**config.mk**
```make
export PLATFORM = sky130hd
export DESIGN_NAME = sid_audio_mixer_dac
export DESIGN_NICKNAME = d
export VERILOG_FILES = /design/src/rtl/sid_audio_mixer_dac_pkg.sv /design/src/rtl/sid_pwm_modulator.sv /design/src/rtl/sid_audio_mixer_dac.sv
export SDC_FILE = /design/constraint.sdc
export NUM_CORES = 1
export LEC_CHECK = 0
export CORE_ASPECT_RATIO = 1.4
export CORE_UTILIZATION = 64
export DETAILED_ROUTE_END_ITERATION = 8
export DONT_BUFFER_PORTS = 1
export PLACE_DENSITY_LB_ADDON = 0.08
export SLEW_MARGIN = 20
export SYNTH_ARGS = -nofsm -noshare
export SYNTH_HDL_FRONTEND = slang
export SYNTH_HIERARCHICAL = 1
export SYNTH_SLANG_ARGS = --single-unit
```
**constraint.sdc**
```tcl
create_clock -name clk -period 3.7 [get_ports clk]
set_input_delay 0.74 -clock clk [delete_from_list [all_inputs] [get_ports clk]]
set_output_delay 0.74 -clock clk [all_outputs]
set_load 0.05 [all_outputs]
```
**src/rtl/sid_audio_mixer_dac_pkg.sv**
```systemverilog
// Shared widths, FSM state encoding and helpers for the SID audio mixer/DAC slice.
package sid_audio_mixer_dac_pkg;

  localparam int SID_VOICE_W    = 8;
  localparam int SID_NUM_VOICES = 3;
  localparam int SID_VOL_W      = 4;
  localparam int SID_SUM_W      = 10;  // 3 x 255 = 765 fits without overflow
  localparam int SID_PROD_W     = 14;  // 765 x 15 = 11475 fits without overflow

  typedef enum logic [2:0] {
    ST_IDLE = 3'd0,
    ST_SUM  = 3'd1,
    ST_MUL1 = 3'd2,
    ST_MUL2 = 3'd3,
    ST_MUL3 = 3'd4,
    ST_MUL4 = 3'd5
  } mix_state_e;

  // Widened contribution of one voice to the mix, or zero when muted.
  function automatic logic [SID_SUM_W-1:0] voice_term(input logic [SID_VOICE_W-1:0] v,
                                                     input logic                   mute);
    return mute ? '0 : SID_SUM_W'(v);
  endfunction

endpackage

```
**src/rtl/sid_pwm_modulator.sv**
```systemverilog
// Frame counter, duty reload/strobe and 1-bit output stage.
// Build macro SID_MIXER_DELTA_SIGMA_EN selects first-order delta-sigma instead of PWM.
module sid_pwm_modulator #(
  parameter int PWM_BITS = 10
) (
  input  logic                clk,
  input  logic                rst,
  input  logic [PWM_BITS-1:0] duty_next,
  output logic [PWM_BITS-1:0] pwm_cnt,
  output logic [PWM_BITS-1:0] sample,
  output logic                sample_strobe,
  output logic                audio_out
);

  localparam logic [PWM_BITS-1:0] CNT_ONE = PWM_BITS'(1);
  localparam logic [PWM_BITS-1:0] CNT_MAX = '1;

  logic [PWM_BITS-1:0] cnt_q, cnt_d;
  logic [PWM_BITS-1:0] sample_q, sample_d;
  logic                strobe_q, strobe_d;

  always_comb begin
    cnt_d    = cnt_q + CNT_ONE;
    // Reload on the last count so the new duty is live from the first count of the next frame.
    strobe_d = (cnt_q == CNT_MAX);
    sample_d = strobe_d ? duty_next : sample_q;
  end

  always_ff @(posedge clk) begin
    // NOTE: state flops use non-blocking assignment so every flop samples pre-edge values.
    if (rst) begin
      cnt_q    <= '0;
      sample_q <= '0;
      strobe_q <= 1'b0;
    end else begin
      cnt_q    <= cnt_d;
      sample_q <= sample_d;
      strobe_q <= strobe_d;
    end
  end

`ifdef SID_MIXER_DELTA_SIGMA_EN
  // Carry of the accumulator is the output bit; pulse density is sample / 2^PWM_BITS.
  logic [PWM_BITS:0] acc_q, acc_d;

  always_comb acc_d = {1'b0, acc_q[PWM_BITS-1:0]} + {1'b0, sample_q};

  always_ff @(posedge clk) begin
    if (rst) acc_q <= '0;
    else     acc_q <= acc_d;
  end

  assign audio_out = acc_q[PWM_BITS];
`else
  logic audio_q, audio_d;

  always_comb audio_d = (cnt_q < sample_q);

  always_ff @(posedge clk) begin
    if (rst) audio_q <= 1'b0;
    else     audio_q <= audio_d;
  end

  assign audio_out = audio_q;
`endif

  assign pwm_cnt       = cnt_q;
  assign sample        = sample_q;
  assign sample_strobe = strobe_q;

endmodule

```
**src/rtl/sid_audio_mixer_dac.sv**
```systemverilog
// Mixes three SID voices, scales by master volume with a 4-step shift-add multiplier,
// and drives the 1-bit audio modulator (PWM, or delta-sigma with SID_MIXER_DELTA_SIGMA_EN).
module sid_audio_mixer_dac
  import sid_audio_mixer_dac_pkg::*;
#(
  parameter int PWM_BITS = 10
) (
  input  logic                clk,
  input  logic                rst,
  input  logic [7:0]          voice0,
  input  logic [7:0]          voice1,
  input  logic [7:0]          voice2,
  input  logic [2:0]          voice_mute,
  input  logic [3:0]          volume,
  output logic                audio_out,
  output logic [PWM_BITS-1:0] sample,
  output logic                sample_strobe,
  output logic                busy
);

  mix_state_e                state_q, state_d;
  logic [SID_VOL_W-1:0]      vol_q, vol_d;
  logic [SID_PROD_W-1:0]     mcand_q, mcand_d;
  logic [SID_PROD_W-1:0]     product_q, product_d;
  logic [PWM_BITS-1:0]       duty_q, duty_d;
  logic                      busy_q, busy_d;
  logic [SID_SUM_W-1:0]      voice_sum;
  logic [PWM_BITS-1:0]       pwm_cnt;

  assign voice_sum = voice_term(voice0, voice_mute[0])
                   + voice_term(voice1, voice_mute[1])
                   + voice_term(voice2, voice_mute[2]);

  always_comb begin
    // NOTE: every always_comb output gets a default first so no path can infer a latch.
    state_d   = state_q;
    vol_d     = vol_q;
    mcand_d   = mcand_q;
    product_d = product_q;
    duty_d    = duty_q;

    case (state_q)
      ST_IDLE: if (pwm_cnt == '0) state_d = ST_SUM;
      ST_SUM: begin
        vol_d     = volume;
        mcand_d   = SID_PROD_W'(voice_sum);
        product_d = '0;
        state_d   = ST_MUL1;
      end
      ST_MUL1, ST_MUL2, ST_MUL3, ST_MUL4: begin
        // One volume bit per cycle, LSB first; the multiplicand doubles each step.
        if (vol_q[0]) product_d = product_q + mcand_q;
        mcand_d = mcand_q << 1;
        vol_d   = vol_q >> 1;
        if (state_q == ST_MUL4) begin
          duty_d  = product_d[SID_PROD_W-1 -: PWM_BITS];
          state_d = ST_IDLE;
        end else begin
          state_d = mix_state_e'(state_q + 3'd1);
        end
      end
      default: state_d = ST_IDLE;
    endcase

    busy_d = (state_d != ST_IDLE);
  end

  always_ff @(posedge clk) begin
    if (rst) begin
      state_q   <= ST_IDLE;
      vol_q     <= '0;
      mcand_q   <= '0;
      product_q <= '0;
      duty_q    <= '0;
      busy_q    <= 1'b0;
    end else begin
      state_q   <= state_d;
      vol_q     <= vol_d;
      mcand_q   <= mcand_d;
      product_q <= product_d;
      duty_q    <= duty_d;
      busy_q    <= busy_d;
    end
  end

  assign busy = busy_q;

  sid_pwm_modulator #(
    .PWM_BITS (PWM_BITS)
  ) u_mod (
    .clk           (clk),
    .rst           (rst),
    .duty_next     (duty_q),
    .pwm_cnt       (pwm_cnt),
    .sample        (sample),
    .sample_strobe (sample_strobe),
    .audio_out     (audio_out)
  );

endmodule

```
Word level (Yosys, flattened, before mapping)
Cells that the tools add are included.
{"block": "totals", "ff_bits": 68, "in_bits": 33, "word_cells": 41}
{"block": "op_classes", "n_addsub": 5, "order_cmp": 1, "n_eq_ne": 7, "muxes": 10, "n_reduce_logical": 7}
{"cell": "14-bit one-hot mux with 2 select lines", "count": 2}
{"cell": "8-bit 2-to-1 mux", "count": 3}
{"cell": "14-bit adder", "count": 1}
{"cell": "14-bit 2-to-1 mux", "count": 1}
{"cell": "10-bit by 1-bit adder with 10-bit output (second input constant)", "count": 1}
{"cell": "9-bit by 8-bit adder with 10-bit output", "count": 1}
{"cell": "10-bit equality test (second input constant)", "count": 1}
{"cell": "10-bit logical NOT", "count": 1}
{"cell": "10-bit less-than comparator", "count": 1}
{"cell": "8-bit by 8-bit adder with 9-bit output", "count": 1}
{"cell": "3-bit one-hot mux with 3 select lines", "count": 1}
{"cell": "4-bit one-hot mux with 2 select lines", "count": 1}
{"cell": "3-bit by 2-bit equality test with 1-bit output (second input constant)", "count": 2}
{"cell": "3-bit equality test (second input constant)", "count": 2}
{"cell": "3-bit 2-to-1 mux", "count": 2}
{"cell": "2-bit AND reduction", "count": 2}
{"cell": "4-bit OR reduction", "count": 1}
{"cell": "3-bit by 1-bit adder with 3-bit output (second input constant)", "count": 1}
{"cell": "3-bit by 1-bit equality test with 1-bit output (second input constant)", "count": 1}
{"cell": "3-bit logical NOT", "count": 1}
{"cell": "3-bit nonzero test", "count": 1}
{"cell": "2-bit != test (second input constant)", "count": 1}
{"cell": "2-bit nonzero test", "count": 1}

Depth between registers and ports, before layout
Gate-level depths: netlist (run 1).
{"block": "logic_depth", "ltp_word": 4, "mapped_depth": 11, "depth_no_buf": 11}

By module
Netlist (run 1), hierarchy kept.
{"module": "sid_audio_mixer_dac", "n_inst": 1, "cells_each": 380, "area_each_um2": 3201.8, "seq_area_each_um2": 920.9}
{"module": "sid_pwm_modulator", "n_inst": 1, "cells_each": 117, "area_each_um2": 1024.7, "seq_area_each_um2": 440.4}

Worst setup path before layout (run 1)
Ideal clock, no wire load.
{"block": "synth_timing", "path_kind": "input-to-reg", "start": "input port voice_mute[0]", "end": "register mcand_q[7]", "setup_time_ns": 0.138, "arrival_ns": 2.832, "path_slack_ns": 0.730, "path_stages": 11, "path_cell_list": "nand2b_1 -> fa_1 -> inv_1 -> ha_1 -> fa_1 -> a21o_1 -> a21oi_1 -> o21ai_0 -> a21o_1 -> nand2_1 -> o221ai_1"}
{"block": "synth_via", "elab_chain_len": 4}
{"item": "start, declared", "line_no": "sid_audio_mixer_dac.sv:13", "source": "input logic [2:0] voice_mute,"}
{"item": "8-bit 2-to-1 mux", "line_no": "sid_audio_mixer_dac_pkg.sv:22", "source": "return mute ? '0 : SID_SUM_W'(v);"}
{"item": "8-bit by 8-bit adder with 9-bit output", "line_no": "sid_audio_mixer_dac.sv:31", "source": "+ voice_term(voice1, voice_mute[1])"}
{"item": "9-bit by 8-bit adder with 10-bit output", "line_no": "sid_audio_mixer_dac.sv:32", "source": "+ voice_term(voice2, voice_mute[2]);"}
{"item": "14-bit one-hot mux with 2 select lines", "line_no": "sid_audio_mixer_dac.sv:42", "source": "case (state_q)"}
{"item": "end signal, assigned", "line_no": "sid_audio_mixer_dac.sv:79", "source": "mcand_q <= mcand_d;"}
{"item": "end, declared", "line_no": "sid_audio_mixer_dac.sv:23", "source": "logic [SID_PROD_W-1:0] mcand_q, mcand_d;"}
No other way between the ends.
A chain may end at the register's enable or synchronous reset.

Worst setup path in the final report (run 1)
{"block": "layout_timing", "start": "input port voice_mute[0]", "end": "register mcand_q[8]"}
Same word-level chain as after synthesis.

==> results.py, run 1 <==
metrics = {
    "synth": {
        "synth_cell_types": 63,
        "synth_nets": 570,
        "synthXorXnorAreaFrac": 0.0456,
        "synth_seq_cells": 68,
        "ys_seq_area_frac": 0.322,
        "synth.cell_area_mm2": 0.00423,
        "yosys.area_share.adder": 0.136,
        "postSynthAreaPerCell_um2": 8.50,
        "synth_top_family_by_area": "simple AND/OR/NAND/NOR gates",
        "synth_edf_count": 0,
        "synthArstFlopShare": 0,
        "synth_ff_type": "dfxtp_1",
        "synth.area.mux_share": 0.0169,
        "synth_warnings": 6,
        "syn_inst": 497,
        "synth-compound-area-share": 0.204,
        "synth_simple_gate_area_frac": 0.210,
    },
    "global_routing": {
        "grt_use_total": 0.265,
        "antenna_found_initial": 0,
        "grt_max_degree": 67,
        "grt_pass1_wl_mm": 14.8,
        "grt_overflow": 0,
        "first_global_vias": 3437,
    },
    "outcome": {
        "status": "complete, but fails checks",
        "violations": "design-rule violations",
    },
    "critical_path": {
        "cp-start-kind": "input pin",
        "crit_arrival_ns": 2.97,
        "crit_type": "in2reg",
        "cp.required_ns": 3.90,
        "path_max_fanout": 8,
        "end_kind": "register",
    },
    "placed_design": {
        "gp_congestion": 0.918,
        "numPortBuffers": 0,
        "dpl-instance-area_mm2": 0.00420,
        "pre_cts_ws_ns": 0.572,
        "hpwl_mm": 6.42,
    },
    "route": {
        "post_drt_wl_per_cell_um": 15.3,
        "dr.pass1.iters": 6,
        "drc": 7,
        "wl_mm": 8.64,
        "met1_length_mm": 3.49,
        "viasPerCell": 6.06,
        "top_layer": "met4",
        "met3_length_um": 307,
        "dr_wl_met2_mm": 4.59,
        "drtAntennaViolNets": 0,
        "drtIter0Drc": 236,
        "vias": 3419,
    },
    "cts": {
        "cts-htree-levels": 3,
        "clk_latency_ns": 0.34,
        "cts_num_sinks": 68,
        "ctsHoldBuffers": 0,
        "cts_resized": 0,
        "cts_setup_buffers": 0,
        "cts_made_buffers": 9,
        "path_clk_slew_ns": 0.08,
        "cts_tree": "done",
        "cts-root-buf": "clkbuf_8",
        "cts_buffer_depth": 2,
    },
    "sta": {
        "skew_ns": 0.0104,
        "fmax_mhz": 361,
        "slew_headroom": 0.507,
        "worstMarginPinSlew_ns": 0.738,
        "hold_violations": 0,
        "fin_ws_ns": 0.933,
        "period_needed_ns": 2.77,
        "finalCritPeriodShare": 0.748,
        "setup_viol": 0,
        "fin_tns_setup_ns": 0,
        "slew_violations": 0,
        "rsz0062_at_grt": "no",
    },
    "die": {
        "die_x_um": 70.7,
        "rows": 34,
        "coreArea_mm2": 0.00630,
        "dieArea_mm2": 0.00694,
        "die_h_um": 98.2,
        "boundaryPins": 46,
        "start_util": 0.671,
    },
    "final_layout": {
        "area_delta_synth_final_pct": 4.56,
        "final_nets": 560,
        "drive_above_1_share": 0.0772,
        "design_area_mm2": 0.00442,
        "antenna_cells": 0,
        "utilization": 0.702,
    },
    "flow_run": {
        "drv_cap": 0,
    },
    "power": {
        "irDropWorstVdd_v": 0.000261,
        "powerDensity_mw_per_mm2": 414,
        "leakage_nw": 1.71,
        "finalPower_mw": 1.83,
    },
    "worst_hold_path": {
        "hp-class": "in2reg",
    },
}
-- critical path, cell delays in order --
cell	delay (ns)
nand2b_1	0.14
fa_1	0.53
inv_1	0.07
ha_1	0.30
a21o_1	0.16
a21oi_1	0.29
o21ai_0	0.14
o41ai_1	0.41
o221ai_1	0.19
-- through the flow --
| stage | std cells | hold slack, ns |
|---|---|---|
| final | 564 | 0.449 |
| after global routing | 564 | 0.431 |
| after CTS | 564 | 0.447 |
| after detailed placement | 548 | 0.441 |
| after global placement | 548 | 0.435 |
| after floorplan | 497 | 0.429 |
-- synth_stat cells, types with 5 or more instances --
| cell type | count | area, um2 |
|---|---|---|
| nand3_1 | 13 | 65.1 |
| or3_1 | 6 | 37.5 |
| nor2_1 | 42 | 158 |
| inv_1 | 33 | 124 |
| nand2_1 | 54 | 203 |
| dfxtp_1 | 68 | 1360 |
| nor3_1 | 9 | 45.0 |
| ha_1 | 30 | 375 |
| a311oi_1 | 6 | 52.6 |
| clkbuf_1 | 11 | 41.3 |
| fa_1 | 10 | 200 |
| a31oi_1 | 5 | 31.3 |
| mux2i_1 | 6 | 60.1 |
| xor2_1 | 9 | 78.8 |
| a211oi_1 | 8 | 60.1 |
| a21oi_1 | 30 | 150 |
| nand2b_1 | 23 | 144 |
| xnor2_1 | 13 | 114 |
| nor2b_1 | 8 | 50.1 |
| o21ai_0 | 12 | 60.1 |
| a22oi_1 | 15 | 113 |
| nand4_1 | 6 | 37.5 |
| a21o_1 | 6 | 45.0 |
-- cells by family (layout without fill, tap and decap cells) --
| family | Yosys count | in the layout |
|---|---|---|
| multiplexers | 7 | 7 |
| AND/OR/NAND/NOR | 181 | 181 |
| XOR/XNOR | 22 | 22 |
| flip-flops | 68 | 68 |
| buffers and inverters | 58 | 53 |
| AO/OA/AOI/OAI | 121 | 121 |
| adder cells (fa/ha/maj) | 40 | 40 |
-- cells in the final DEF, fill, tap and decap left out, types with 8 or more instances in the layout --
| master | n |
|---|---|
| nand2_1 | 54 |
| a211oi_1 | 8 |
| ha_1 | 30 |
| inv_1 | 33 |
| o21ai_0 | 12 |
| nor2_1 | 42 |
| nand2b_1 | 23 |
| fa_1 | 10 |
| a21oi_1 | 30 |
| nor2b_1 | 8 |
| clkbuf_8 | 9 |
| xnor2_1 | 13 |
| dfxtp_1 | 68 |
| xor2_1 | 9 |
| nor3_1 | 9 |
| a22oi_1 | 15 |
| nand3_1 | 13 |
-- where the power goes --
part | internal (mW) | leakage [nW] | total (mW) | switching [mW]
registers | 0.770 | 0.550 | 0.832 | 0.0625
clock network | 0.384 | 0.110 | 0.686 | 0.302
logic | 0.130 | 1.05 | 0.311 | 0.181
-- state kept, by name (all words and copies together), names as in the netlist --
signal and cells:
busy 1, duty_q 10, mcand_q 14, product_q 14, state_q 3, u_mod/audio_out 1
u_mod/pwm_cnt 10, u_mod/sample 10, u_mod/sample_strobe 1, vol_q 4
-- layout make-up --
class | instances | area (um2)
fill | 547 | 1880
tap | 72 | 90.1
clock buffer | 9 | 124
inverter | 33 | 124
clock inverter | 7 | 98.8
multi-input combinational | 371 | 2590
sequential | 68 | 1360
timing repair buffer | 4 | 30.0
-- layer usage --
metal,GRT usage,vias to the layer above
met4,0.129,0
met3,0.0361,25
met5,0,-
met2,0.495,81
met1,0.288,1586
li1,-,1727
-- path summary, 6_finish.rpt --
| check | slack, ns | cells after the start | from | to |
|---|---|---|---|---|
| min reg2reg | 0.45 | 2 | duty_q[5] | u_mod/sample[5] |
| max reg2reg | 1.31 | 9 | mcand_q[0] | duty_q[8] |
| max | 0.93 | 9 | voice_mute[0] | mcand_q[8] |
| min | 0.45 | 1 | rst | u_mod/sample[8] |
No activity file was read; power rests on OpenSTA's default activity.
==> run 2: changes to the inputs <==
- CORE_UTILIZATION: 64 -> 58
- clock period: 3.7 -> 2.4 ns (I/O delays scaled with it)
==> run 2 against run 1 <==
Compared with the run above: the flow now finishes without violations; flip-flop and latch count stayed put; largest cell class unchanged; count of clock-buffer cells in the layout is 1 higher; total power is 41% higher; worst setup slack worse by 0.78 ns.
==> results.py, run 2 (synthesis results as in run 1) <==
metrics = {
    "outcome": {
        "status": "completed",
    },
    "placed_design": {
        "hpwl_mm": 6.61,
        "pre_cts_ws_ns": -0.203,
        "dpl.cell_count": 590,
        "dpl-instance-area_mm2": 0.00440,
        "gp_congestion": 0.921,
        "numPortBuffers": 0,
    },
    "final_layout": {
        "largestRegisters": "mcand_q x14, product_q x14",
        "layout_commonest_cell": "dfxtp_1",
        "design_area_mm2": 0.00458,
        "fill_cells": 635,
        "drive_above_1_share": 0.135,
        "antenna_cells": 0,
        "final_cell_mix": "dfxtp_1, nand2_1, nor2_1",
        "area_delta_synth_final_pct": 8.32,
        "fin_cells": 606,
        "final_nets": 580,
    },
    "flow_run": {
        "drv_cap": 0,
    },
    "sta": {
        "slew_violations": 0,
        "fin_tns_setup_ns": 0,
        "skew_ns": 0.00483,
        "worstMarginPinSlew_ns": 0.700,
        "period_needed_ns": 2.25,
        "finalCritPeriodShare": 0.937,
        "rsz0062_at_grt": "no",
        "hold_violations": 0,
        "timing.hold.ws_ns": 0.199,
        "fin_ws_ns": 0.152,
        "fmax_mhz": 445,
        "setup_viol": 0,
        "slew_headroom": 0.533,
    },
    "critical_path": {
        "cp.required_ns": 2.66,
        "r2r_cells": 7,
        "end_kind": "register",
        "crit_chain": "ha_1, and3_1, a211oi_2, a2bb2oi_2, o211ai_2, or3_1, a311oi_2",
        "cp-start-kind": "register",
        "max_stage_delay_ns": 0.40,
        "crit_type": "reg2reg",
        "crit_buf_inv": 0,
        "crit_arrival_ns": 2.50,
        "path_max_fanout": 7,
        "cpMaxStageDelayCell": "ha_1",
        "crit_family": "compound AO/OA/AOI/OAI gates",
        "worstSetupPathDepth": 7,
    },
    "die": {
        "dieArea_mm2": 0.00764,
        "boundaryPins": 46,
        "die_h_um": 103,
        "rows": 36,
        "coreArea_mm2": 0.00703,
        "start_util": 0.601,
        "die_x_um": 74.1,
    },
    "power": {
        "irDropWorstVdd_v": 0.000351,
        "pwr-share-comb": 0.200,
        "clkPwrFrac": 0.307,
        "powerDensity_mw_per_mm2": 565,
        "p_sw_mw": 0.819,
        "switching_share": 0.317,
        "intPower_mw": 1.77,
        "leakage_nw": 1.78,
        "seqPwrFrac": 0.492,
    },
    "route": {
        "post_drt_wl_per_cell_um": 14.4,
        "drtAntennaViolNets": 0,
        "viasPerCell": 5.78,
        "drtIter0Drc": 154,
        "dr.pass1.iters": 4,
        "drc": 0,
        "wl_mm": 8.74,
        "vias": 3501,
    },
    "cts": {
        "cts_tree": "done",
        "cts_buffer_depth": 2,
        "clk_latency_ns": 0.34,
        "cts_made_buffers": 9,
        "ctsHoldBuffers": 0,
        "cts_num_sinks": 68,
        "cts-htree-levels": 3,
        "path_clk_slew_ns": 0.07,
        "cts-root-buf": "clkbuf_8",
    },
    "worst_hold_path": {
        "min_delay_path_depth": 1,
        "hp-class": "in2reg",
    },
    "global_routing": {
        "grt_pass1_wl_mm": 14.8,
        "grt.met2_usage": 0.456,
        "grt.met1_usage": 0.275,
        "first_global_vias": 3462,
        "busiest_layer": "met2",
        "globalRouteMet3Util": 0.0323,
        "grt_overflow": 0,
        "grt_max_degree": 67,
        "grt_use_total": 0.253,
        "antenna_found_initial": 0,
    },
}
==> run 2: final timing paths <==
| kind | from | endpoint | slack (ns) |
|---|---|---|---|
| max reg2reg | mcand_q[9] | duty_q[9] | 0.15 |
| max | mcand_q[9] | duty_q[9] | 0.15 |
| min reg2reg | duty_q[7] | u_mod/sample[7] | 0.45 |
| min | rst | u_mod/sample[9] | 0.20 |
==> run 2: repair_timing <==
item                                    CTS  global route
setup buffers                             0             1
endpoints found under the setup margin    0             3
endpoints found under the hold margin     0             0
resized for setup                         0             5
==> run 2: worst register-to-register path: stages, from the launching register on <==
cell	delay (ns)
dfxtp_1	0.35
ha_1	0.40
and3_1	0.25
a211oi_2	0.25
a2bb2oi_2	0.17
o211ai_2	0.14
or3_1	0.35
a311oi_2	0.25
==> run 2: layer usage <==
| layer | up-vias | share of wire |
|---|---|---|
| met2 | 79 | 0.52 |
| li1 | 1773 | - |
| met1 | 1627 | 0.41 |
| met5 | - | 0 |
| met3 | 22 | 0.036 |
| met4 | 0 | 0.032 |
==> run 2: cell type report <==
| cell class | instances | area (um2) | area share |
|---|---|---|---|
| Multi-Input combinational cell | 371 | 2640 | 0.576 |
| Clock inverter | 5 | 30.0 | 0.00656 |
| Clock buffer | 10 | 128 | 0.0279 |
| Inverter | 33 | 124 | 0.0271 |
| Tap cell | 95 | 119 | 0.0260 |
| Timing Repair Buffer | 24 | 180 | 0.0394 |
| Sequential cell | 68 | 1360 | 0.298 |
==> run 2: stage by stage <==
step	util	power, mW
detailed placement	0.626	1.81
floorplan	-	1.71
finish	0.652	2.59
global placement	0.626	1.80
global route	0.652	2.75
CTS	0.648	2.62
==> run 2: power by group through the flow <==
stage	combinational [mW]	sequential (mW)	clock, mW
2_1_floorplan	0.438	1.27	0
3_3_place_gp	0.503	1.30	0
3_5_place_dp	0.515	1.30	0
4_1_cts	0.519	1.27	0.823
5_1_grt	0.587	1.28	0.876
6_report	0.518	1.27	0.795
